==> src/rtl/des_round_sequencer.sv <==
// Purpose: iterates the 16 DES Feistel rounds on one block, with an external round function.
// Latency: 16 ROUND cycles; out_valid rises 16 edges after the accepting edge.
// Backpressure: a result is held in DONE until out_ready; requests are accepted only in IDLE.
//
// Ports:
//   clk, rst_n               clock, synchronous active-low reset
//   in_valid/in_ready        request handshake; in_decrypt, in_l, in_r, in_c, in_d sampled on accept
//   f_r, f_cd, f_in          current R and {C,D} to the external f/PC-2 logic, and its result
//   round_idx, busy          round 1..16 while iterating (0 otherwise), ROUND-state flag
//   out_valid/out_ready      result handshake; out_data = {R16, L16}
module des_round_sequencer (
  input  logic        clk,
  input  logic        rst_n,
  input  logic        in_valid,
  output logic        in_ready,
  input  logic        in_decrypt,
  input  logic [31:0] in_l,
  input  logic [31:0] in_r,
  input  logic [27:0] in_c,
  input  logic [27:0] in_d,
  output logic [31:0] f_r,
  output logic [55:0] f_cd,
  input  logic [31:0] f_in,
  output logic [4:0]  round_idx,
  output logic        busy,
  output logic        out_valid,
  input  logic        out_ready,
  output logic [63:0] out_data
);

  typedef enum logic [1:0] {
    S_IDLE  = 2'd0,
    S_ROUND = 2'd1,
    S_DONE  = 2'd2
  } state_t;

  state_t      state_q, state_d;
  logic [31:0] l_q, l_d;
  logic [31:0] r_q, r_d;
  logic [27:0] c_q, c_d;
  logic [27:0] d_q, d_d;
  logic [4:0]  round_q, round_d;
  logic        mode_q, mode_d;

  // Rotation applied when stepping into round k. Decrypt walks the encrypt
  // schedule backwards, so its amount for round k is the encrypt amount of
  // round 18-k; round 1 of decrypt uses C16/D16, which equal C0/D0.
  function automatic logic [1:0] shift_amt(input logic [4:0] k, input logic dec);
    logic single;
    single = (k == 5'd2) || (k == 5'd9) || (k == 5'd16);
    if (k == 5'd1)
      shift_amt = dec ? 2'd0 : 2'd1;
    else
      shift_amt = single ? 2'd1 : 2'd2;
  endfunction

  function automatic logic [27:0] rotl28(input logic [27:0] x, input logic [1:0] n);
    case (n)
      2'd1:    rotl28 = {x[26:0], x[27]};
      2'd2:    rotl28 = {x[25:0], x[27:26]};
      default: rotl28 = x;
    endcase
  endfunction

  function automatic logic [27:0] rotr28(input logic [27:0] x, input logic [1:0] n);
    case (n)
      2'd1:    rotr28 = {x[0], x[27:1]};
      2'd2:    rotr28 = {x[1:0], x[27:2]};
      default: rotr28 = x;
    endcase
  endfunction

  always_comb begin
    logic [1:0] amt;
    state_d = state_q;
    l_d     = l_q;
    r_d     = r_q;
    c_d     = c_q;
    d_d     = d_q;
    round_d = round_q;
    mode_d  = mode_q;
    amt     = 2'd0;
    case (state_q)
      S_IDLE: begin
        if (in_valid && in_ready) begin
          l_d     = in_l;
          r_d     = in_r;
          mode_d  = in_decrypt;
          round_d = 5'd1;
          amt     = shift_amt(5'd1, in_decrypt);
          c_d     = rotl28(in_c, amt);
          d_d     = rotl28(in_d, amt);
          state_d = S_ROUND;
        end
      end
      S_ROUND: begin
        l_d = r_q;
        r_d = l_q ^ f_in;
        if (round_q == 5'd16) begin
          // Key already sits at its round-16 value; leave it alone.
          state_d = S_DONE;
        end else begin
          round_d = round_q + 5'd1;
          amt     = shift_amt(round_q + 5'd1, mode_q);
          c_d     = mode_q ? rotr28(c_q, amt) : rotl28(c_q, amt);
          d_d     = mode_q ? rotr28(d_q, amt) : rotl28(d_q, amt);
        end
      end
      S_DONE: begin
        if (out_ready)
          state_d = S_IDLE;
      end
      default: state_d = S_IDLE;
    endcase
  end

  always_ff @(posedge clk) begin
    if (!rst_n) begin
      state_q <= S_IDLE;
      l_q     <= 32'd0;
      r_q     <= 32'd0;
      c_q     <= 28'd0;
      d_q     <= 28'd0;
      round_q <= 5'd0;
      mode_q  <= 1'b0;
    end else begin
      state_q <= state_d;
      l_q     <= l_d;
      r_q     <= r_d;
      c_q     <= c_d;
      d_q     <= d_d;
      round_q <= round_d;
      mode_q  <= mode_d;
    end
  end

  assign in_ready  = (state_q == S_IDLE);
  assign busy      = (state_q == S_ROUND);
  assign out_valid = (state_q == S_DONE);
  // The counter keeps its last value after DONE; only expose it while iterating.
  assign round_idx = busy ? round_q : 5'd0;
  assign f_r       = r_q;
  assign f_cd      = {c_q, d_q};
  // Final Feistel swap: the pre-output block is {R16, L16}.
  assign out_data  = {r_q, l_q};

endmodule

==> config.mk <==
export PLATFORM = sky130hd
export DESIGN_NAME = des_round_sequencer
export DESIGN_NICKNAME = d
export VERILOG_FILES = /design/src/rtl/des_round_sequencer.sv
export SDC_FILE = /design/constraint.sdc
export NUM_CORES = 1
export LEC_CHECK = 0
export BUFFER_PORTS_ARGS = -buffer_cell sky130_fd_sc_hd__buf_4
export CELL_PAD_IN_SITES_DETAIL_PLACEMENT = 1
export CELL_PAD_IN_SITES_GLOBAL_PLACEMENT = 1
export CORE_ASPECT_RATIO = 1.25
export CORE_MARGIN = 1
export CORE_UTILIZATION = 41
export DETAILED_ROUTE_END_ITERATION = 8
export GPL_TIMING_DRIVEN = 1
export PLACE_DENSITY = 0.95
export SYNTH_ARGS = -nofsm -noshare
export SYNTH_HDL_FRONTEND = slang
export SYNTH_SLANG_ARGS = --single-unit
==> constraint.sdc <==
create_clock -name clk -period 5.93 [get_ports clk]
set_clock_uncertainty 0.2 [all_clocks]
set_input_delay 1.186 -clock clk [delete_from_list [all_inputs] [get_ports clk]]
set_output_delay 1.186 -clock clk [all_outputs]
set_load 0.005 [all_outputs]
==> run summary, run 1 <==
GPL Wtd Cong: 0.901
Post-Syn Nets: 1,550
power density cells: 229 nW/µm²
CP most frequent cell: buf_4
number of post-CTS setup repair buffers: 0
hpwl dp: 34.5 mm
MaxCap Viol Count: 0
largest net degree at the start of global routing: 85
final worst-path cycle share: 75.8%
post-synth cell types: 66
Mean Syn Cell Area: 7.59 µm²
Worst slew margin: 32.9%
reported leakage power: 5.50 nW
Initial Util: 41.7%
Critical-path top delay cell: inv_2
Setup TNS: 0 ps
Tmin final: 4500 ps
initial antenna violation count: 1
CP max FO: 68
Skew-Pair Late Insertion Delay: 440 ps
main area contributors after synthesis: dfxtp_1 24%, nand2_1 8.2%, clkbuf_1 4.4%
full die area: 26,400 µm²
Yosys top cell area share: 24.3%
layout cells sized above 1: 29.4%
first-pass GRT wire length: 77.7 mm
sequential share of the synthesized area: 24.3%
CTS tree: built
asr flop ratio synth: 0%
unrepaired setup endpoints after global routing: no
Largest stage delay, worst path: 620 ps
# IOs: 317
Worst IR Drop VDD: 0.230 mV
Site Rows: 65
max frequency: 222 MHz
Post-Route WL: 50.9 mm
FF+latch area: 2560 µm²
worst hold path depth: 2
Num CTS Buffers: 17
required time worst endpoint: 4540 ps
Synth Register Bits: 128
leading area contributor after synthesis: dfxtp_1
IO Port Bufs: 316
post-route ant nets: 0
Worst Reg2Reg Path Length in Cells: 7
Fill cells: 3,075
H-tree Lvls: 4
total clock sinks: 128
hold-fix buffers at CTS: 0
initial DRC count: 1,714
vias after detailed routing: 13,334
final hold violation count: 0
Post-synth EDFFs: 0
Die W: 145 µm
CP startpoint kind: flip-flop
Top FF cell, synth: dfxtp_1
WL/cell: 26.7 µm
Worst Hold Class: reg2reg
Least-Margin Pin Slew: 1000 ps
clock buffer depth: 2
vias in the first global route: 12,925
critical setup path kind: reg2out
Gate Count Post-Synth: 1,389
synthesis-to-layout area growth: 26.2%
Critical Path End Type: output port
final worst slack: 1430 ps
GRT Overall Usage: 37.3%
Clk pin slew, worst setup/hold paths: 70 ps
dpl ws: 1990 ps
worst endpoint data arrival time: 3110 ps
Final Max Tran Viols: 0
multi-input logic area: 7080 µm²
final setup violation count: 0
core box area: 25,300 µm²
die extent in y: 181 µm
GRT overflow: 0
DRT Pass-1 Iters: 6
crit-path cells: buf_4, nand2b_2, inv_2, buf_4, buf_4
DRC Markers: 0
status: completed
Final Net Count: 1,718
CTS root buf: clkbuf_16
mapped cell area: 10,500 µm²
CTS resizes: 0
YS warnings: 0
Via-to-Cell Ratio: 7.00
-- synthesized netlist by cell type (20+ instances only) --
master,n
nor4_1,41
a22oi_1,33
o221ai_1,41
nand2_1,229
buf_2,20
a21oi_1,88
o221a_2,32
dfxtp_1,128
xnor2_1,34
o31ai_1,31
nand3_1,21
mux2_2,31
mux2i_1,35
nand4_1,28
buf_4,34
o311ai_0,28
a22o_1,24
nor2_1,79
a311oi_1,32
clkbuf_1,125
a41oi_1,29
-- critical path, delay by kind of cell, from the launching register on --
family                 cells  cell delay (ps)
buffers and inverters      4             1860
AND/OR/NAND/NOR            1              450
flip-flops                 1              320
-- sequential cells by signal (all words and copies together), names as in the netlist --
register,flops
c_q,28
d_q,28
f_r,32
l_q,32
mode_q,1
round_q,5
state_q,2
-- power breakdown --
| group | internal [W] | switching [W] | leakage [nW] |
|---|---|---|---|
| Clock | 0.000633 | 0.000473 | 0.288 |
| Sequential | 0.000939 | 0.000137 | 1.06 |
| Combinational | 0.000390 | 0.000471 | 4.16 |
| Total | 0.00196 | 0.00108 | 5.50 |
-- cell type report --
cell class | instances | area share (%)
clock inverter | 15 | 1.28
multi-input combinational | 1047 | 53.2
antenna | 1 | 0.0188
tap | 335 | 3.15
inverter | 20 | 0.564
sequential | 128 | 19.3
clock buffer | 17 | 3.20
timing repair buffer | 343 | 19.3
-- cell families (layout without fill, tap and decap cells) --
family / after synthesis / count (layout) / synth area share (%)
simple gates: 482 / 482 / 21.4
fa+ha+maj: 4 / 4 / 0.475
other cells: 0 / 1 / 0
buf+inv: 214 / 395 / 9.36
xor+xnor: 34 / 34 / 2.82
compound gates: 460 / 460 / 34.8
flops: 128 / 128 / 24.3
mux: 67 / 67 / 6.76
-- placed cells by master, fill, tap and decap left out, types with 14 or more instances in the layout --
cell,synthesis,routed
o221a_2,32,32
a41oi_1,29,29
and2_1,14,14
clkbuf_16,0,17
a22oi_1,33,33
inv_1,18,17
nand2_1,229,228
o311ai_0,28,28
nor4_1,41,41
nor2b_1,19,19
mux2i_1,35,32
nand3_1,21,21
and3_1,19,19
nand4_1,28,28
mux2_2,31,31
xnor2_1,34,32
o31ai_1,31,31
nor2_1,79,78
a32o_1,16,16
a21oi_1,88,88
a22o_1,24,24
o221ai_1,41,41
a211oi_1,19,19
buf_4,34,342
o41ai_1,14,14
dfxtp_1,128,127
a311oi_1,32,32
-- through the flow --
stage,utilization (%),area [µm²],power (W),hold slack [ps],cells
floorplan,-,10500,0.00153,296,1389
global placement,50.2,12700,0.00188,300,1872
detailed placement,50.2,12700,0.00192,322,1872
CTS,52.6,13300,0.00302,328,1904
global route,52.6,13300,0.00313,353,1906
finish,52.6,13300,0.00304,326,1906
-- per-layer routing --
layer  track usage (%)  vias up  wire, µm  share of wire, %
met2              61.6      963     24000                47
met4              23.0        0      3280               6.4
met5                 0        -         0                 0
li1                  -     5698         -                 -
met1              44.9     6453     18600                37
met3              6.87      220      5080                10
-- final timing paths --
| kind | startpoint | end | slack (ps) |
|---|---|---|---|
| hold / removal | f_r[9]$_SDFFE_PN0P_ | l_q[9]$_SDFFE_PN0P_ | 330 |
| setup / recovery | state_q[0]$_SDFFE_PN0P_ | busy | 1430 |
| setup reg to reg | round_q[1]$_SDFFE_PN0P_ | c_q[12]$_SDFFE_PN0P_ | 1790 |
| hold reg to reg | f_r[9]$_SDFFE_PN0P_ | l_q[9]$_SDFFE_PN0P_ | 330 |
Note: power is estimated with default switching activity, not from simulation.
==> run 2, diff against run 1 <==
--- a/config.mk
+++ b/config.mk
@@ -5,15 +5,16 @@
 export SDC_FILE = /design/constraint.sdc
 export NUM_CORES = 1
 export LEC_CHECK = 0
+export ABC_AREA = 1
 export BUFFER_PORTS_ARGS = -buffer_cell sky130_fd_sc_hd__buf_4
 export CELL_PAD_IN_SITES_DETAIL_PLACEMENT = 1
 export CELL_PAD_IN_SITES_GLOBAL_PLACEMENT = 1
 export CORE_ASPECT_RATIO = 1.25
 export CORE_MARGIN = 1
-export CORE_UTILIZATION = 41
+export CORE_UTILIZATION = 33
 export DETAILED_ROUTE_END_ITERATION = 8
 export GPL_TIMING_DRIVEN = 1
-export PLACE_DENSITY = 0.95
+export PLACE_DENSITY = 0.89
 export SYNTH_ARGS = -nofsm -noshare
 export SYNTH_HDL_FRONTEND = slang
 export SYNTH_SLANG_ARGS = --single-unit
==> constraint.sdc (replaced) <==
create_clock -name clk -period 4.3 [get_ports clk]
set_clock_uncertainty 0.2 [all_clocks]
set_input_delay 0.86 -clock clk [delete_from_list [all_inputs] [get_ports clk]]
set_output_delay 0.86 -clock clk [all_outputs]
set_load 0.005 [all_outputs]
==> run 2 against run 1 <==
  * Routed wire length shrank 36%
  * Design area shrank 19%
  * Flip-flop and latch count is the same
  * Die area shrank 5.0%
  * Via count shrank 28%
  * Cell count shrank 6.8%
  * Power grew 42%
  * Global-route usage shrank 12 points
  * Synthesized cell count shrank 11%
  * Clock power grew 39%
  * First-iteration DRC count shrank 70%
  * Sequential power grew 40%
  * Largest cell class unchanged
  * Largest power group unchanged
==> run summary, run 2 <==
CP bufs+invs: 2
dpl ws: 1320 ps
GPL Wtd Cong: 0.883
H-tree Lvls: 4
largest net degree at the start of global routing: 129
Post-synth EDFFs: 0
post-synthesis adder-cell area fraction: 0.621%
ant diodes: 0
Mean Syn Cell Area: 6.55 µm²
Top FF cell, synth: dfxtp_1
crit-path cells: nor2_4, buf_4, buf_4
Largest stage delay, worst path: 540 ps
Worst slew margin: 24.9%
Skew-Pair Late Insertion Delay: 420 ps
Synth Area in Simple Gates: 30.9%
sequential share of the synthesized area: 31.8%
post-synth cell types: 28
Fill cells: 3,153
Synth Register Bits: 128
initial DRC count: 513
main area contributors after synthesis: dfxtp_1 32%, nand3_1 14%, nand2_1 11%
Worst Hold Class: reg2reg
Power Total: 0.00432 W
most common cell in the netlist: nand2_1
Num CTS Buffers: 17
commonest non-fill, non-tap cell in the layout: buf_4
MaxCap Viol Count: 0
WL/cell: 18.3 µm
Site Rows: 63
status: completed
final hold violation count: 0
worst endpoint data arrival time: 2000 ps
first-pass GRT wire length: 51.4 mm
synth cell count leaders: 244 x nand2_1, 231 x nand3_1, 152 x a21oi_1
CP startpoint kind: flip-flop
leading area contributor after synthesis: dfxtp_1
# IOs: 317
mapped cell area: 8050 µm²
post-route ant nets: 0
Worst IR Drop VDD: 0.264 mV
Critical-path top delay cell: nor2_4
Clk pin slew, worst setup/hold paths: 60 ps
core box area: 23,800 µm²
Setup TNS: 0 ps
full die area: 25,000 µm²
GRT Overall Usage: 25.8%
Tmin final: 3060 ps
clock power share: 35.7%
Least-Margin Pin Slew: 1130 ps
CP most frequent cell: buf_4
Comb power frac: 29.4%
final worst slack: 1240 ps
vias after detailed routing: 9,656
number of post-CTS setup repair buffers: 0
GRT overflow: 0
Post-Syn Nets: 1,391
synthesis-to-layout area growth: 33.7%
Worst path top cell family by delay: buffers and inverters
Via-to-Cell Ratio: 5.43
Critical Path End Type: output port
Initial Util: 33.8%
Sw Ratio: 35.0%
switching power: 0.00151 W
design area: 10,800 µm²
Area after DPL: 10,200 µm²
CP max FO: 34
DRT Pass-1 Iters: 5
Post-Route WL: 32.5 mm
Gate Count Post-Synth: 1,230
internal power: 0.00281 W
initial antenna violation count: 0
vias in the first global route: 9,776
Yosys top cell area share: 31.8%
critical setup path kind: reg2out
total clock sinks: 128
final setup violation count: 0
asr flop ratio synth: 0%
Reg power frac: 34.9%
CTS tree: built
YS warnings: 0
most frequent cells in the layout: 331 x buf_4, 243 x nand2_1, 231 x nand3_1, 152 x a21oi_1, 127 x dfxtp_1
final worst-path cycle share: 71.2%
power density cells: 401 nW/µm²
unrepaired setup endpoints after global routing: no
DRC Markers: 0
compound-cell area share of the yosys netlist: 22.6%
Final Net Count: 1,600
layout cells sized above 1: 26.9%
max frequency: 327 MHz
required time worst endpoint: 3240 ps
CTS resizes: 0
clock buffer depth: 2
hold-fix buffers at CTS: 0
IO Port Bufs: 316
Die W: 142 µm
Final Max Tran Viols: 0
Synth Area in XOR/XNOR: 3.15%
main combinational cell family by area after synthesis: simple AND/OR/NAND/NOR gates
CTS root buf: clkbuf_16
reported leakage power: 4.83 nW
mux cell area share after synthesis: 0%
hpwl dp: 23.0 mm
die extent in y: 177 µm
run 2: cells by family (layout without fill, tap and decap cells):
kind of cell / count (synthesis) / after routing
adder cells (fa/ha/maj): 4 / 4
buffers and inverters: 162 / 384
AND/OR/NAND/NOR: 563 / 563
XOR/XNOR: 29 / 29
flip-flops: 128 / 128
AO/OA/AOI/OAI: 344 / 344
run 2: final cells by class:
cell class | count | area, µm² | share of cell area, %
clock inverter | 15 | 184 | 1.71
sequential | 128 | 2560 | 23.8
inverter | 21 | 78.8 | 0.732
clock buffer | 17 | 425 | 3.95
timing repair buffer | 331 | 2480 | 23.1
multi-input combinational | 940 | 4620 | 42.9
tap | 325 | 407 | 3.78
run 2: worst paths after layout:
kind	start	to	slack (ps)	depth (start not counted)
setup / recovery	state_q[1]$_SDFFE_PN0P_	busy	1240	3
hold / removal	round_q[4]$_SDFFE_PN0P_	round_q[4]$_SDFFE_PN0P_	320	2
setup reg to reg	mode_q$_SDFFE_PN0P_	d_q[27]$_SDFFE_PN0P_	1400	5
hold reg to reg	round_q[4]$_SDFFE_PN0P_	round_q[4]$_SDFFE_PN0P_	320	2
run 2: stage by stage:
stage,hold WS (ps),utilization (%),cells
after floorplan,257,-,1230
after global placement,283,42.7,1745
after detailed placement,307,42.7,1745
after CTS,318,45.2,1777
after global routing,342,45.2,1777
final,322,45.2,1777
run 2: layer usage:
layer | track usage (%) | routed length, µm
met5 | 0 | 0
met4 | 9.01 | 718
met3 | 6.79 | 2560
met2 | 46.6 | 16600
met1 | 29.0 | 12700
run 2: tightest hold or removal path, stage by stage, from the launching register on:
cell,delay [ps]
dfxtp_1,330
nand2_1,80
a21oi_1,60
run 2: power groups by stage:
stage	Combinational, W	Sequential (W)	Clock (W)
floorplan	0.000780	0.00148	0
global placement	0.00123	0.00153	0
detailed placement	0.00127	0.00153	0
CTS	0.00128	0.00151	0.00156
global route	0.00141	0.00153	0.00161
finish	0.00127	0.00151	0.00154
==> run 3, diff against run 2 <==
--- a/config.mk
+++ b/config.mk
@@ -5,16 +5,16 @@
 export SDC_FILE = /design/constraint.sdc
 export NUM_CORES = 1
 export LEC_CHECK = 0
-export ABC_AREA = 1
+export ABC_AREA = 0
 export BUFFER_PORTS_ARGS = -buffer_cell sky130_fd_sc_hd__buf_4
 export CELL_PAD_IN_SITES_DETAIL_PLACEMENT = 1
 export CELL_PAD_IN_SITES_GLOBAL_PLACEMENT = 1
 export CORE_ASPECT_RATIO = 1.25
 export CORE_MARGIN = 1
-export CORE_UTILIZATION = 33
+export CORE_UTILIZATION = 34
 export DETAILED_ROUTE_END_ITERATION = 8
 export GPL_TIMING_DRIVEN = 1
-export PLACE_DENSITY = 0.89
+export PLACE_DENSITY = 0.87
 export SYNTH_ARGS = -nofsm -noshare
 export SYNTH_HDL_FRONTEND = slang
 export SYNTH_SLANG_ARGS = --single-unit
==> constraint.sdc (replaced) <==
create_clock -name clk -period 2.8 [get_ports clk]
set_clock_uncertainty 0.2 [all_clocks]
set_input_delay 0.56 -clock clk [delete_from_list [all_inputs] [get_ports clk]]
set_output_delay 0.56 -clock clk [all_outputs]
set_load 0.005 [all_outputs]
==> run 3 against run 2 <==
  * Flip-flop and latch count unchanged
  * Clock power up 44%
  * Worst hold slack got worse by 120 ps
  * Combinational power is 51% higher
  * Highest routed layer unchanged
  * Cell count grew 14%
  * Largest power group is now sequential cells
  * Via count increased by 38%
  * Non-clock buffer count up 68
  * Register-to-register slack worse by 1300 ps
  * Count of clock-buffer cells in the layout grew 1
==> run summary, run 3 (same netlist as run 1, synthesis figures left out) <==
final worst-path cycle share: 97.7%
Clk pin slew, worst setup/hold paths: 70 ps
Die W: 160 µm
Hold Crit Start: in_l[26]
CTS tree: built
vias after detailed routing: 13,306
Least-Margin Pin Slew: 710 ps
worst hold path depth: 3
critical setup path kind: reg2reg
worst hold slack: 201 ps
Fill cells: 3,656
status: completed
reported leakage power: 5.83 nW
max frequency: 366 MHz
layout cells sized above 1: 31.9%
GRT overflow: 0
Via-to-Cell Ratio: 6.56
Tmin final: 2740 ps
R2R Setup Slk: 60 ps
multi-input logic area: 7100 µm²
CTS root buf: clkbuf_16
largest net degree at the start of global routing: 97
Min-Delay Endpoint: l_q[26]$_SDFFE_PN0P_
GPL Wtd Cong: 0.968
Post-Route WL: 52.9 mm
FF+latch area: 2560 µm²
DRT Pass-1 Iters: 5
Num CTS Buffers: 17
total clock sinks: 128
Skew-Pair Late Insertion Delay: 440 ps
final hold violation count: 0
Power Total: 0.00640 W
worst endpoint data arrival time: 2860 ps
vias in the first global route: 13,286
core box area: 30,300 µm²
unrepaired setup endpoints after global routing: yes
full die area: 31,700 µm²
FF-to-FF End: c_q[0]$_SDFFE_PN0P_
CP max FO: 45
Initial Util: 34.8%
initial antenna violation count: 0
Worst slew margin: 52.7%
power density cells: 458 nW/µm²
required time worst endpoint: 2930 ps
ant diodes: 0
clock buffer depth: 2
hpwl dp: 37.4 mm
Site Rows: 71
CP startpoint kind: flip-flop
post-route ant nets: 0
Worst Reg2Reg Path Length in Cells: 8
Final Net Count: 1,774
Worst Hold Class: in2reg
die extent in y: 199 µm
DRC Markers: 0
final setup violation count: 0
IO Port Bufs: 316
commonest non-fill, non-tap cell in the layout: buf_4
Final Max Tran Viols: 0
most frequent cells in the layout: 383 x buf_4, 228 x nand2_1, 127 x dfxtp_1, 88 x a21oi_1, 78 x nor2_1
WL/cell: 26.1 µm
Critical Path End Type: flip-flop
Worst IR Drop VDD: 0.388 mV
GRT Overall Usage: 32.4%
initial DRC count: 1,380
# IOs: 317
MaxCap Viol Count: 0
H-tree Lvls: 4
first-pass GRT wire length: 80.5 mm
r2r startpoint: round_q[0]$_SDFFE_PN0P_
synthesis-to-layout area growth: 32.7%
## run 3: power by group
group          total, W  internal (W)  switching, W
Combinational   0.00192      0.000899       0.00102
Sequential      0.00228       0.00199      0.000290
Clock           0.00221       0.00123      0.000972
## run 3: worst max-delay path, stage by stage, from the launching register on
cell and delay, ps:
dfxtp_1 420, ha_2 300, buf_4 180, nand3_1 150, or3_4 490, nand3_2 130, buf_12 250, a211oi_1 120
o41ai_1 370
## run 3: timing repair
action	4_1_cts	5_1_grt
setup endpoints to repair	19	30
setup buffers	2	0
gates resized for setup	3	6
hold buffers	0	0
endpoints found under the hold margin	0	0
gates cloned	0	1
## run 3: worst max-delay path by stage
stage / startpoint / slack, ps / depth (start not counted) / end
finish: round_q[0]$_SDFFE_PN0P_ / 60 / 8 / c_q[0]$_SDFFE_PN0P_
global route: round_q[0]$_SDFFE_PN0P_ / -30 / 8 / c_q[0]$_SDFFE_PN0P_
CTS: round_q[0]$_SDFFE_PN0P_ / 30 / 8 / d_q[27]$_SDFFE_PN0P_
detailed placement: round_q[0]$_SDFFE_PN0P_ / -90 / 8 / c_q[0]$_SDFFE_PN0P_
global placement: round_q[0]$_SDFFE_PN0P_ / 10 / 8 / d_q[27]$_SDFFE_PN0P_
floorplan: round_q[0]$_SDFFE_PN0P_ / 260 / 9 / c_q[0]$_SDFFE_PN0P_
## run 3: layout make-up
type                       instances  share of cell area, %
timing repair buffer             399                   22.8
clock buffer                      18                   3.07
sequential                       128                   18.3
multi-input combinational       1047                   50.8
clock inverter                    14                  0.948
inverter                          20                  0.537
tap                              401                   3.59
## run 3: metrics by stage
stage	area, µm²	setup slack, ps	setup TNS [ps]	std cells	util [%]
finish	14000	64.8	0	2027	46.2
global route	14000	-31.4	-71.1	2027	46.2
CTS	13900	29.3	0	2026	46.0
floorplan	10500	256	0	1389	-
global placement	13300	9.92	0	1992	44.0
detailed placement	13300	-94.9	-328	1992	44.0
## run 3: layer usage
layer / global-route usage [%] / up-vias / share of wire [%]
met3: 6.78 / 179 / 8.4
li1: - / 5805 / -
met1: 39.0 / 6560 / 39
met5: 0 / - / 0
met2: 54.5 / 762 / 47
met4: 16.6 / 0 / 5.3
